File: src/rtl/alu_multicycle_pkg.sv
// Shared types for the multi-cycle ALU: operation codes, flag word and FSM states.
package alu_multicycle_pkg;

  typedef enum logic [3:0] {
    MOP_NOP = 4'd0,
    MOP_THR = 4'd1,
    MOP_ADD = 4'd2,
    MOP_ADC = 4'd3,
    MOP_SUB = 4'd4,
    MOP_SBC = 4'd5,
    MOP_SHL = 4'd6,
    MOP_SHR = 4'd7,
    MOP_ROL = 4'd8,
    MOP_ROR = 4'd9,
    MOP_AND = 4'd10,
    MOP_OR  = 4'd11,
    MOP_XOR = 4'd12,
    MOP_NOT = 4'd13,
    MOP_MUL = 4'd14
  } alu_mop_e;

  typedef struct packed {
    logic carry;
    logic zero;
    logic negative;
    logic overflow;
  } alu_mflag_t;

  typedef enum logic [1:0] {
    ST_IDLE   = 2'd0,
    ST_EXEC   = 2'd1,
    ST_FINISH = 2'd2
  } alu_mstate_e;

  function automatic logic is_shift_op(input alu_mop_e op);
    return (op == MOP_SHL) || (op == MOP_SHR) || (op == MOP_ROL) || (op == MOP_ROR);
  endfunction

endpackage

File: src/rtl/alu_mul_step.sv
// One iteration of an unsigned shift-add multiplier: conditionally add the
// multiplicand into the high half, then shift the {hi,lo} pair right by one.
module alu_mul_step
  import alu_multicycle_pkg::*;
#(
  parameter int W = 8
) (
  input  logic [W-1:0] mcand,
  input  logic [W-1:0] acc_hi,
  input  logic [W-1:0] acc_lo,
  output logic [W-1:0] acc_hi_next,
  output logic [W-1:0] acc_lo_next
);

  logic [W:0] sum;

  always_comb begin
    sum         = {1'b0, acc_hi} + (acc_lo[0] ? {1'b0, mcand} : {(W+1){1'b0}});
    acc_hi_next = sum[W:1];
    acc_lo_next = {sum[0], acc_lo[W-1:1]};
  end

endmodule

File: src/rtl/alu_multicycle.sv
// Clocked ALU with carry-chained arithmetic, iterative shifts/rotates and a
// shift-add multiplier behind a start/busy/done handshake.
module alu_multicycle
  import alu_multicycle_pkg::*;
#(
  parameter  int DATA_BUS_WIDTH = 8,
  localparam int SHAMT_WIDTH    = $clog2(DATA_BUS_WIDTH)
) (
  input  logic                      clk,
  input  logic                      rst_n,
  input  logic                      start,
  input  alu_mop_e                  op,
  input  logic [DATA_BUS_WIDTH-1:0] operand_a,
  input  logic [DATA_BUS_WIDTH-1:0] operand_b,
  input  logic [SHAMT_WIDTH-1:0]    shamt,
  output logic                      busy,
  output logic                      done,
  output logic [DATA_BUS_WIDTH-1:0] result,
  output logic [DATA_BUS_WIDTH-1:0] result_hi,
  output alu_mflag_t                flag
);

  localparam int W = DATA_BUS_WIDTH;

  // Handshake: start is taken only in IDLE (busy==0); busy stays high from the
  // next cycle through the single done cycle, and result/flag hold until the next done.
  alu_mstate_e            state_q, state_d;
  alu_mop_e               op_q, op_d;
  logic [W-1:0]           opa_q, opa_d;
  logic [W-1:0]           opb_q, opb_d;
  logic [W-1:0]           hi_q, hi_d;
  logic [W-1:0]           lo_q, lo_d;
  logic                   cin_q, cin_d;
  logic                   sh_nz_q, sh_nz_d;
  logic [SHAMT_WIDTH-1:0] cnt_q, cnt_d;
  logic [W-1:0]           result_q, result_d;
  logic [W-1:0]           result_hi_q, result_hi_d;
  alu_mflag_t             flag_q, flag_d;

  logic [W-1:0] mul_hi, mul_lo;
  logic [W-1:0] sh_lo;
  logic         sh_out;
  logic [W:0]   sum, diff;
  logic         add_cin, sub_cin;
  logic         fin_upd, fin_c, fin_v;
  logic [W-1:0] fin_res, fin_hi;
  alu_mflag_t   fin_flag;

  alu_mul_step #(.W(W)) u_mul_step (
    .mcand       (opa_q),
    .acc_hi      (hi_q),
    .acc_lo      (lo_q),
    .acc_hi_next (mul_hi),
    .acc_lo_next (mul_lo)
  );

  always_comb begin : shift_step
    sh_lo  = lo_q;
    sh_out = 1'b0;
    case (op_q)
      MOP_SHL: begin
        sh_lo  = {lo_q[W-2:0], 1'b0};
        sh_out = lo_q[W-1];
      end
      MOP_SHR: begin
        sh_lo  = {1'b0, lo_q[W-1:1]};
        sh_out = lo_q[0];
      end
      MOP_ROL: sh_lo = {lo_q[W-2:0], lo_q[W-1]};
      MOP_ROR: sh_lo = {lo_q[0], lo_q[W-1:1]};
      default: ;
    endcase
  end

  // Result and flags for the operation, evaluated in the last EXEC cycle.
  always_comb begin : finish_calc
    add_cin = (op_q == MOP_ADC) & cin_q;
    sub_cin = (op_q == MOP_SBC) & cin_q;
    sum     = {1'b0, opa_q} + {1'b0, opb_q} + (W+1)'(add_cin);
    diff    = {1'b0, opa_q} - {1'b0, opb_q} - (W+1)'(sub_cin);
    fin_upd = 1'b1;
    fin_res = '0;
    fin_hi  = '0;
    fin_c   = 1'b0;
    fin_v   = 1'b0;
    case (op_q)
      MOP_THR: fin_res = opa_q;
      MOP_ADD, MOP_ADC: begin
        fin_res = sum[W-1:0];
        fin_c   = sum[W];
        fin_v   = (opa_q[W-1] == opb_q[W-1]) && (sum[W-1] != opa_q[W-1]);
      end
      MOP_SUB, MOP_SBC: begin
        fin_res = diff[W-1:0];
        fin_c   = diff[W];
        fin_v   = (opa_q[W-1] != opb_q[W-1]) && (diff[W-1] != opa_q[W-1]);
      end
      MOP_SHL, MOP_SHR, MOP_ROL, MOP_ROR: begin
        fin_res = sh_nz_q ? sh_lo : lo_q;
        fin_c   = sh_nz_q & sh_out;
      end
      MOP_AND: fin_res = opa_q & opb_q;
      MOP_OR:  fin_res = opa_q | opb_q;
      MOP_XOR: fin_res = opa_q ^ opb_q;
      MOP_NOT: fin_res = ~opa_q;
      MOP_MUL: begin
        fin_res = mul_lo;
        fin_hi  = mul_hi;
        fin_c   = |mul_hi;
      end
      default: fin_upd = 1'b0;
    endcase
    fin_flag.carry    = fin_c;
    fin_flag.zero     = ~|{fin_hi, fin_res};
    fin_flag.negative = (op_q == MOP_MUL) ? fin_hi[W-1] : fin_res[W-1];
    fin_flag.overflow = fin_v;
  end

  always_comb begin : fsm_next
    state_d     = state_q;
    op_d        = op_q;
    opa_d       = opa_q;
    opb_d       = opb_q;
    hi_d        = hi_q;
    lo_d        = lo_q;
    cin_d       = cin_q;
    sh_nz_d     = sh_nz_q;
    cnt_d       = cnt_q;
    result_d    = result_q;
    result_hi_d = result_hi_q;
    flag_d      = flag_q;
    case (state_q)
      ST_IDLE: begin
        if (start) begin
          state_d = ST_EXEC;
          op_d    = op;
          opa_d   = operand_a;
          opb_d   = operand_b;
          cin_d   = flag_q.carry;
          sh_nz_d = (shamt != '0);
          hi_d    = '0;
          lo_d    = operand_a;
          cnt_d   = '0;
          // Counter holds remaining EXEC cycles minus one.
          if (op == MOP_MUL) begin
            lo_d  = operand_b;
            cnt_d = SHAMT_WIDTH'(W - 1);
          end else if (is_shift_op(op) && (shamt != '0)) begin
            cnt_d = shamt - 1'b1;
          end
        end
      end
      ST_EXEC: begin
        if (op_q == MOP_MUL) begin
          hi_d = mul_hi;
          lo_d = mul_lo;
        end else if (is_shift_op(op_q) && sh_nz_q) begin
          lo_d = sh_lo;
        end
        if (cnt_q == '0) begin
          state_d = ST_FINISH;
          if (fin_upd) begin
            result_d    = fin_res;
            result_hi_d = fin_hi;
            flag_d      = fin_flag;
          end
        end else begin
          cnt_d = cnt_q - 1'b1;
        end
      end
      ST_FINISH: state_d = ST_IDLE;
      default:   state_d = ST_IDLE;
    endcase
  end

  always_ff @(posedge clk) begin
    if (!rst_n) begin
      state_q     <= ST_IDLE;
      op_q        <= MOP_NOP;
      opa_q       <= '0;
      opb_q       <= '0;
      hi_q        <= '0;
      lo_q        <= '0;
      cin_q       <= 1'b0;
      sh_nz_q     <= 1'b0;
      cnt_q       <= '0;
      result_q    <= '0;
      result_hi_q <= '0;
      flag_q      <= '0;
    end else begin
      state_q     <= state_d;
      op_q        <= op_d;
      opa_q       <= opa_d;
      opb_q       <= opb_d;
      hi_q        <= hi_d;
      lo_q        <= lo_d;
      cin_q       <= cin_d;
      sh_nz_q     <= sh_nz_d;
      cnt_q       <= cnt_d;
      result_q    <= result_d;
      result_hi_q <= result_hi_d;
      flag_q      <= flag_d;
    end
  end

  assign busy      = (state_q != ST_IDLE);
  assign done      = (state_q == ST_FINISH);
  assign result    = result_q;
  assign result_hi = result_hi_q;
  assign flag      = flag_q;

endmodule

File: config.mk
export PLATFORM = sky130hd
export DESIGN_NAME = alu_multicycle
export DESIGN_NICKNAME = d
export VERILOG_FILES = /design/src/rtl/alu_multicycle_pkg.sv /design/src/rtl/alu_mul_step.sv /design/src/rtl/alu_multicycle.sv
export SDC_FILE = /design/constraint.sdc
export NUM_CORES = 1
export LEC_CHECK = 0
export CORE_MARGIN = 2
export CORE_UTILIZATION = 35
export DETAILED_ROUTE_END_ITERATION = 8
export HOLD_SLACK_MARGIN = 0.08
export PLACE_DENSITY = 0.56
export SLEW_MARGIN = 20
export SYNTH_ARGS = -nofsm -noshare
export SYNTH_HDL_FRONTEND = slang
export SYNTH_SLANG_ARGS = --single-unit
File: constraint.sdc
create_clock -name clk -period 6.15 [get_ports clk]
set_input_delay 1.23 -clock clk [delete_from_list [all_inputs] [get_ports clk]]
set_output_delay 1.23 -clock clk [all_outputs]
set_load 0.01 [all_outputs]
==> qor.csv <==
stage,metric,value,unit
status,run status,completed,
critical_path,capturing element type of the critical path,flop,
cells_and_area,multi-input gate area in the final layout,3470,um^2
clocking,clk slew on worst S/H paths,0.05,ns
global_routing,pin count of the biggest net entering global routing,60,
cells_and_area,FILL cells,1498,
power,reported leakage power,2.23,nW
routing,vias per std cell,5.71,
synthesis,cell with the most instances after synthesis,nand2_1,
timing,worst clock skew on the final layout,0.00660,ns
synthesis,share of the synthesized area in the top cell type,24.8,%
cells_and_area,Layout area overhead,16.3,%
worst_hold_path,class of the tightest hold or removal check,reg2reg,
cells_and_area,final instance area,5910,um^2
global_routing,via count of the first global-routing pass,4582,
timing,RSZ-0062 raised after global routing,no,
cells_and_area,antenna diode count,0,
synthesis,share of flip-flops with an asynchronous set or reset after synthesis,0,%
global_routing,grt met3 use,4.04,%
die,Die Span Y,125,um
critical_path,type of the worst setup path,reg2reg,
die,number of top-level design ports,48,
synthesis,average size of a mapped cell,7.89,um^2
critical_path,startpoint type of the worst setup path,flop,
timing,headroom to the max-slew limit,27.6,%
power,Power Dens Cells,232,nW/um^2
critical_path,critical path's largest stage delay,0.86,ns
clocking,Sink Count,63,
clocking,Clock H-tree levels,3,
clocking,TritonCTS clock tree,yes,
routing,routed wire length per instance,18.1,um
clocking,hold buffer count at CTS,0,
timing,fin. max-slew vios,0,
timing,final period demand of the worst path,4.59,ns
synthesis,library cell with the largest summed area after synthesis,dfxtp_1,
routing,DRT iter0 DRCs,462,
timing,period utilisation layout,74.6,%
routing,via count,4897,
timing,final setup violating endpoints,0,
place,Port-buffer cells,47,
synthesis,leading post-synthesis cells by instance count,"nand2_1, nor2_1, dfxtp_1",
critical_path,Worst EP arrival,4.87,ns
synthesis,Synth area leaders,"dfxtp_1, ha_1, a21oi_1, nand2_1, nor2_1",
critical_path,largest fanout on the critical path,24,
synthesis,number of enable flip-flop cells after synthesis,0,
place,instance area after placement,5590,um^2
die,Die Footprint,15500,um^2
synthesis,library cells used by synthesis,79,
synthesis,synthesized instance count,645,
clocking,Root Buffer,clkbuf_16,
die,Die Width,125,um
routing,first drt pass iteration count,5,
synthesis,share of the yosys chip area belonging to registers,24.8,%
die,Initial Util,35.4,%
global_routing,GRT Overall Usage,20.0,%
global_routing,number of antenna violations at the first check in global routing,0,
timing,maximum achievable frequency,218,MHz
global_routing,wire length of the first global-routing pass,24800,um
critical_path,cell-by-cell listing of the critical path,nor2b_1 > nand3_1 > fa_1 > inv_1 > ha_1 > o21ai_0 > a211oi_1 > xor2_1 > a2111oi_1 > o21ai_1 > nor4_1 > a31o_1,
power,worst vdd rail ir drop,176,uV
place,HPWL after detailed placement,11500,um
synthesis,syn_nets,718,
clocking,postcts setup bufs,0,
cells_and_area,fin nets,741,
global_routing,global route hottest layer,met2,
place,final weighted congestion in routability-driven placement,0.935,
global_routing,met2 global-route usage,30.7,%
synthesis,area of the mapped netlist,5090,um^2
routing,remaining routing DRC violations,0,
clocking,clock latency on the worst-skew pair,0.34,ns
synthesis,synthesized flop and latch total,63,
clocking,quantity of gates resized following cts,0,
timing,total count of hold-check failures in the final report,0,
die,Core Footprint,14400,um^2
cells_and_area,fraction of final layout cells with drive strength greater than 1,5.79,%
cells_and_area,register area,1260,um^2
die,standard-cell row count,44,
critical_path,data required time at the worst endpoint,6.43,ns
timing,transition time of the tightest slew-check pin,1.09,ns
routing,Post-Route WL,15500,um
routing,Antenna Nets Post-Route,0,
critical_path,library cell contributing the largest single delay on the critical path,dfxtp_1,
synthesis,yosys synthesis warning count,0,
timing,Sum Neg Setup Slack,0,ns
global_routing,sum of overflow across all layers after global routing,0,
global_routing,met1 GRT Util,28.0,%
clocking,number of buffers on the longest clock path,2,
clocking,number of buffers created by CTS,9,
synthesis,most frequently used flop master after synthesis,dfxtp_1,
run,Max-cap violations,0,
-- critical path, delay by kind of cell (launching register included) --
kind,cells,cell delay [ns]
xor+xnor,1,0.18
compound gates,5,1.41
simple gates,3,1.31
fa+ha+maj,2,0.71
buf+inv,1,0.05
flops,1,0.86
-- flip-flops by register name (all words and copies together), names as in the netlist, 2 cells and up --
register	flops
cnt_q	3
flag	4
hi_q	8
lo_q	8
op_q	4
opa_q	8
opb_q	8
result	8
result_hi	8
state_q	2
-- layout make-up --
cell class,count,share of cell area [%]
flip-flops and latches,63,21.3
repair buffers,49,8.21
inverters,38,2.41
clock buffers,13,4.40
multi-input cells,507,58.7
well taps,184,3.89
clock inverters,3,1.10
-- worst paths after layout --
kind	from	to	slack [ns]	depth (start not counted)
worst max-delay path	op_q[2]	flag[2]	1.56	12
worst min-delay path	cnt_q[2]	cnt_q[2]	0.45	2
worst max register to register	op_q[2]	flag[2]	1.56	12
worst min register to register	cnt_q[2]	cnt_q[2]	0.45	2
-- through the flow --
stage	power [W]	util, %	hold WS, ns	setup slack (ns)	instances
floorplan	0.000723	-	0.436	2.99	645
global placement	0.000819	38.9	0.447	1.97	841
detailed placement	0.000824	38.9	0.448	1.71	841
CTS	0.00138	41.1	0.455	1.68	857
global route	0.00145	41.2	0.499	1.18	857
finish	0.00138	41.2	0.450	1.56	857
-- where the power goes --
part | switching, W | internal (W)
registers | 0.0000440 | 0.000433
clock network | 0.000177 | 0.000376
logic | 0.000203 | 0.000143
-- metal layers --
metal  share of wire [%]  vias to the layer above
met5                   0                        -
met4                 1.9                        0
met3                 5.9                       23
met2                  46                      175
met1                  46                     2310
li1                    -                     2389
-- cells by family after synthesis --
kind of cell	share of synthesized area [%]
compound gates	24.7
fa+ha+maj	12.3
mux	4.43
xor+xnor	2.58
flops	24.8
simple gates	24.1
buf+inv	7.06
-- placed cells by master (no fill, tap or decap), types with 8 or more instances in the layout --
cell type	Yosys	routed
a211oi_1	18	18
nand3_1	18	18
xnor2_1	8	8
nand2b_1	8	8
nor2b_1	8	8
nand2_1	75	74
clkdlybuf4s50_1	0	47
clkbuf_16	0	9
a221oi_1	13	13
ha_1	42	42
o21ai_0	13	13
a22oi_1	8	8
nor2_1	67	67
dfxtp_1	63	63
a21oi_1	59	59
inv_1	36	36
and2_1	11	11
nor3_1	16	16
mux2i_1	18	18
No activity file was read; power rests on OpenSTA's default activity.
==> edit 1, RTL diff (same settings) <==
Add an input register stage for `start`, `op`, `operand_a`, `operand_b` and `shamt`; this delays them by one clock.
--- a/src/rtl/alu_multicycle.sv
+++ b/src/rtl/alu_multicycle.sv
@@ -23,4 +23,18 @@
   localparam int W = DATA_BUS_WIDTH;
 
+  logic start_q;
+  alu_mop_e op_r;
+  logic [DATA_BUS_WIDTH-1:0] operand_a_q;
+  logic [DATA_BUS_WIDTH-1:0] operand_b_q;
+  logic [SHAMT_WIDTH-1:0] shamt_q;
+
+  always_ff @(posedge clk) begin
+    start_q     <= start;
+    op_r        <= op;
+    operand_a_q <= operand_a;
+    operand_b_q <= operand_b;
+    shamt_q     <= shamt;
+  end
+
   // Handshake: start is taken only in IDLE (busy==0); busy stays high from the
   // next cycle through the single done cycle, and result/flag hold until the next done.
@@ -132,20 +146,20 @@
     case (state_q)
       ST_IDLE: begin
-        if (start) begin
+        if (start_q) begin
           state_d = ST_EXEC;
-          op_d    = op;
-          opa_d   = operand_a;
-          opb_d   = operand_b;
+          op_d    = op_r;
+          opa_d   = operand_a_q;
+          opb_d   = operand_b_q;
           cin_d   = flag_q.carry;
-          sh_nz_d = (shamt != '0);
+          sh_nz_d = (shamt_q != '0);
           hi_d    = '0;
-          lo_d    = operand_a;
+          lo_d    = operand_a_q;
           cnt_d   = '0;
           // Counter holds remaining EXEC cycles minus one.
-          if (op == MOP_MUL) begin
-            lo_d  = operand_b;
+          if (op_r == MOP_MUL) begin
+            lo_d  = operand_b_q;
             cnt_d = SHAMT_WIDTH'(W - 1);
-          end else if (is_shift_op(op) && (shamt != '0)) begin
-            cnt_d = shamt - 1'b1;
+          end else if (is_shift_op(op_r) && (shamt_q != '0)) begin
+            cnt_d = shamt_q - 1'b1;
           end
         end
Formal check against the unedited RTL: not equivalent (Yosys sat finds a counterexample within 4 cycles, from zero or initial values and one cycle with rst_n low).
==> edit 1 against the unedited design <==
  * Worst setup slack better by 990 ps
  * Sequential cell count up 24
  * First-iteration DRC count down 8.0%
  * Final area up 11%
  * Via count up 8.4%
  * Power up 12%
  * Synthesized area up 12%
  * Synthesized cell count up 11%
  * Routed wire length up 12%
  * Clock power down 3%
==> edit 1: results (changes against the unedited design) <==
** Run status
- Run status: complete, no violations (unchanged).

** Route
- The met1 layer wirelength in the final routing was 8.17 mm (was 7.18 mm).
- Violation count after the first detailed-routing iteration :: 425 (was 462)
- The sum of met3 wire segment lengths after detailed routing came to 1.08 mm (was 922 um).
- Vias post-DR :: 5310 (was 4897)
- Detailed-routed wire length on met2 :: 7.51 mm (was 7.12 mm)

** Placement
- Cell Area, Placed :: 6270 um^2 (was 5590 um^2)
- Placed Instances :: 941 (was 841)
- Estimated wirelength of the detail-placed design :: 12.7 mm (was 11.5 mm)

** Setup path
- The biggest fanout along the worst timing path was 34 (was 24).
- The cell type group with the largest total delay on the critical path was simple AND/OR/NAND/NOR gates (was compound AO/OA/AOI/OAI gates).
- The maximum single-stage delay on the critical path came to 570 ps (was 860 ps).
- The slowest cell on the critical path is sky130_fd_sc_hd__or4_1 (was sky130_fd_sc_hd__dfxtp_1).
- The critical path data arrival time is 3900 ps (was 4870 ps).

** Power and ir drop
- Total net switching power :: 0.487 mW (was 0.424 mW)
- Maximum resistive drop on vdd :: 0.000152 V (was 0.000176 V)

** GRT
- The wire length of the first global-routing pass came to 27.8 mm (was 24.8 mm).
- The via count of the first global-routing pass was 5074 (was 4582).
- The largest net degree at the start of global routing came to 50 (was 60).
- The aggregate global-route resource usage came to 20.3% (was 20.0%).

** Layout
- The non-filler instance count after layout came to 956 (was 857).
- Fill cells :: 1656 (was 1498)
- Final net count :: 809 (was 741)
- Fraction of final layout cells with drive strength greater than 1 :: 6.35% (was 5.79%)

** Yosys
- Count of distinct cell types in the synthesized netlist :: 75 (was 79)
- Area share of xor/xnor cells in the synthesized design :: 1.39% (was 2.58%)
- The multiplexer share of the synthesized area was 4.05% (was 4.43%).
- The synthesized netlist cell count came to 719 (was 645).
- Syn Nets :: 792 (was 718)
- Adder-cell share of the synthesized area :: 11.0% (was 12.3%)
- The synthesized-area fraction occupied by ao, oa, aoi and oai cells came to 23.4% (was 24.7%).

** Timing
- The post-route clock skew is 9.10 ps (was 6.60 ps).
- Slew headroom :: 35.1% (was 27.6%)

** Clock tree
- The clock latency at the later pin of the worst-skew pair came to 360 ps (was 340 ps).
edit 1: path summary, 6_finish.rpt:
kind              cells past startpoint        to  slack (ps)           start
setup / recovery                     13   flag[2]        2550         op_q[2]
hold / removal                        2  opa_q[1]         450  operand_a_q[1]
setup reg to reg                     13   flag[2]        2550         op_q[2]
hold reg to reg                       2  opa_q[1]         450  operand_a_q[1]
edit 1: metal layers:
metal / track usage (%) / vias up
li1: - / 2599
met1: 28.0 / 2482
met2: 30.7 / 185
met3: 4.05 / 44
met4: 9.00 / 0
met5: 0 / -
edit 1: worst register-to-register path: cells and delay by family (launching register included):
family / cells / cell delay (ps)
compound gates: 2 / 350
fa+ha+maj: 2 / 710
buf+inv: 2 / 380
flops: 1 / 300
simple gates: 7 / 1810
edit 1: kinds of logic after synthesis:
logic type	Yosys count
multiplexers	22
flip-flops	87
XOR/XNOR	9
adder cells (fa/ha/maj)	47
AND/OR/NAND/NOR	275
AO/OA/AOI/OAI	196
buffers and inverters	83
edit 1: per-stage QoR:
step	worst slack [ps]	power, mW	hold slack [ps]
4_1_cts	2580	1.54	453
3_5_place_dp	2600	1.01	444
2_1_floorplan	2870	0.896	427
3_3_place_gp	2660	1.00	437
5_1_grt	2330	1.62	466
6_report	2550	1.54	451
edit 1: power groups by stage:
stage | sequential [mW] | combinational [mW] | clock, mW
finish | 0.637 | 0.364 | 0.538
global route | 0.641 | 0.406 | 0.571
CTS | 0.636 | 0.361 | 0.545
detailed placement | 0.649 | 0.358 | 0
global placement | 0.648 | 0.355 | 0
floorplan | 0.627 | 0.270 | 0
edit 1: area by class of cell:
| type | count | area, um^2 | area share, % |
|---|---|---|---|
| Inverter | 35 | 131 | 2.00 |
| Sequential cell | 87 | 1740 | 26.6 |
| Clock inverter | 2 | 13.8 | 0.210 |
| Clock buffer | 13 | 270 | 4.12 |
| Tap cell | 216 | 270 | 4.12 |
| Multi-Input combinational cell | 549 | 3600 | 55.0 |
| Timing Repair Buffer | 54 | 523 | 7.98 |
==> edit 2, RTL diff (config.mk and constraints unchanged) <==
Made on the original files. `DATA_BUS_WIDTH`: 8 -> 16.
--- a/src/rtl/alu_multicycle.sv
+++ b/src/rtl/alu_multicycle.sv
@@ -4,5 +4,5 @@
   import alu_multicycle_pkg::*;
 #(
-  parameter  int DATA_BUS_WIDTH = 8,
+  parameter  int DATA_BUS_WIDTH = 16,
   localparam int SHAMT_WIDTH    = $clog2(DATA_BUS_WIDTH)
 ) (
Interface: changed (5 resized); port bits go from 48 to 81. The function was not compared with the original's and may differ.
==> edit 2 against the unedited design <==
  * Final area rose by 87%
  * Synthesized cell count rose by 100%
  * Worst setup slack improved by 160 ps
  * Routed wire length rose by 130%
  * Synthesized area rose by 92%
  * Core utilization fell by 1.1 points
  * Cell count rose by 100%
  * Sequential cell count rose by 49
  * Sequential share of layout area fell by 1.1 points
  * Critical path depth rose by 3
  * Global-route usage rose by 4.2 points
  * Clock skew rose by 5.5 ps
  * Power rose by 85%
  * Count of clock-buffer cells in the layout fell by 3
  * Critical path type unchanged
==> edit 2: results (changes against the unedited design) <==
** Run status
- Run status: complete, no violations (unchanged).

** Layout
- The share of cells above drive strength 1 was 5.11% (was 5.79%).
- The storage element area was 2240 um^2 (was 1260 um^2).
- Final net count :: 1455 (was 741)
- Fill cells :: 2986 (was 1498)
- Final Instance Count excl. Fillers :: 1710 (was 857)

** Route
- Total wire length :: 35.8 mm (was 15.5 mm)
- The via density per instance was 5.76 (was 5.71).
- Violation count after the first detailed-routing iteration :: 902 (was 462)

** GRT
- Wire length of the first global-routing pass :: 54.3 mm (was 24.8 mm)
- Number of global-route vias before repair :: 9075 (was 4582)

** Timing
- Slew headroom :: 32.7% (was 27.6%)

** Setup path
- Largest delay share family, worst path :: simple AND/OR/NAND/NOR gates (was compound AO/OA/AOI/OAI gates)
- The depth of the worst register-to-register path is 15 (was 12).
- The maximum single-stage delay on the critical path came to 720 ps (was 860 ps).
- Worst Path Arrival :: 4720 ps (was 4870 ps)
- Setup slack on the worst flop-to-flop path :: 1720 ps (was 1560 ps)
- Max FO, Critical Path :: 15 (was 24)

** Power and ir drop
- Part of the power in combinational logic :: 40.5% (was 25.1%)
- Power in combinational cells :: 1.03 mW (was 0.346 mW)
- The leakage power summed over all cells was 4.15 nW (was 2.23 nW).

** Yosys
- Share of the synthesized area in compound gates (AO/OA/AOI/OAI) :: 28.1% (was 24.7%)
- The multiplexer share of the synthesized area is 5.46% (was 4.43%).
- Count of mapped cells out of synthesis :: 1307 (was 645)
- The part of the Yosys area used for sequential elements was 22.9% (was 24.8%).
- Syn Nets :: 1435 (was 718)
- Dominant cells by area after synthesis :: sky130_fd_sc_hd__dfxtp_1, sky130_fd_sc_hd__ha_1, sky130_fd_sc_hd__a21oi_1, sky130_fd_sc_hd__nand2_1, sky130_fd_sc_hd__nor2_1 (unchanged)
- The distinct cell type count of the synthesized netlist was 86 (was 79).
- Adder-cell share of the synthesized area :: 11.3% (was 12.3%)

** Placement
- The final weighted congestion in routability-driven placement is 0.920 (was 0.935).
- The setup slack after placement was 1810 ps (was 1710 ps).
- The number of I/O port buffers was 80 (was 47).
- Estimated wirelength of the detail-placed design :: 26.9 mm (was 11.5 mm)

** Clock tree
- The clock latency at the later pin of the worst-skew pair came to 370 ps (was 340 ps).
- The clock-pin transition on the worst setup and hold timing paths came to 90 ps (was 50 ps).
-- edit 2: changes by cell type after synthesis, sizes merged, moves of 14 or more --
cell	before	now
nand2	75	149
inv	38	71
a21oi	60	134
nor3	16	30
nor2	68	141
mux2i	18	47
o21ai	15	55
nand3	18	35
clkbuf	20	59
buf	16	30
ha	42	80
o211ai	4	21
dfxtp	63	112
-- edit 2: final timing paths --
kind | to | start
max | flag[2] | op_q[1]
max reg2reg | flag[2] | op_q[1]
min reg2reg | result_hi[0] | result_hi[0]
min | result_hi[0] | result_hi[0]
-- edit 2: cell type report --
class                   instances  area share, %
clock buffers                  10           2.16
well taps                     378           4.27
clock inverters                 6          0.520
flip-flops and latches        112           20.3
repair buffers                 98           8.57
multi-input cells            1035           61.8
inverters                      71           2.41
-- edit 2: per-layer routing --
metal	GRT usage (%)	wire (um)
met1	33.7	16300
met2	36.6	15400
met3	3.12	2330
met4	11.8	1700
met5	0	0
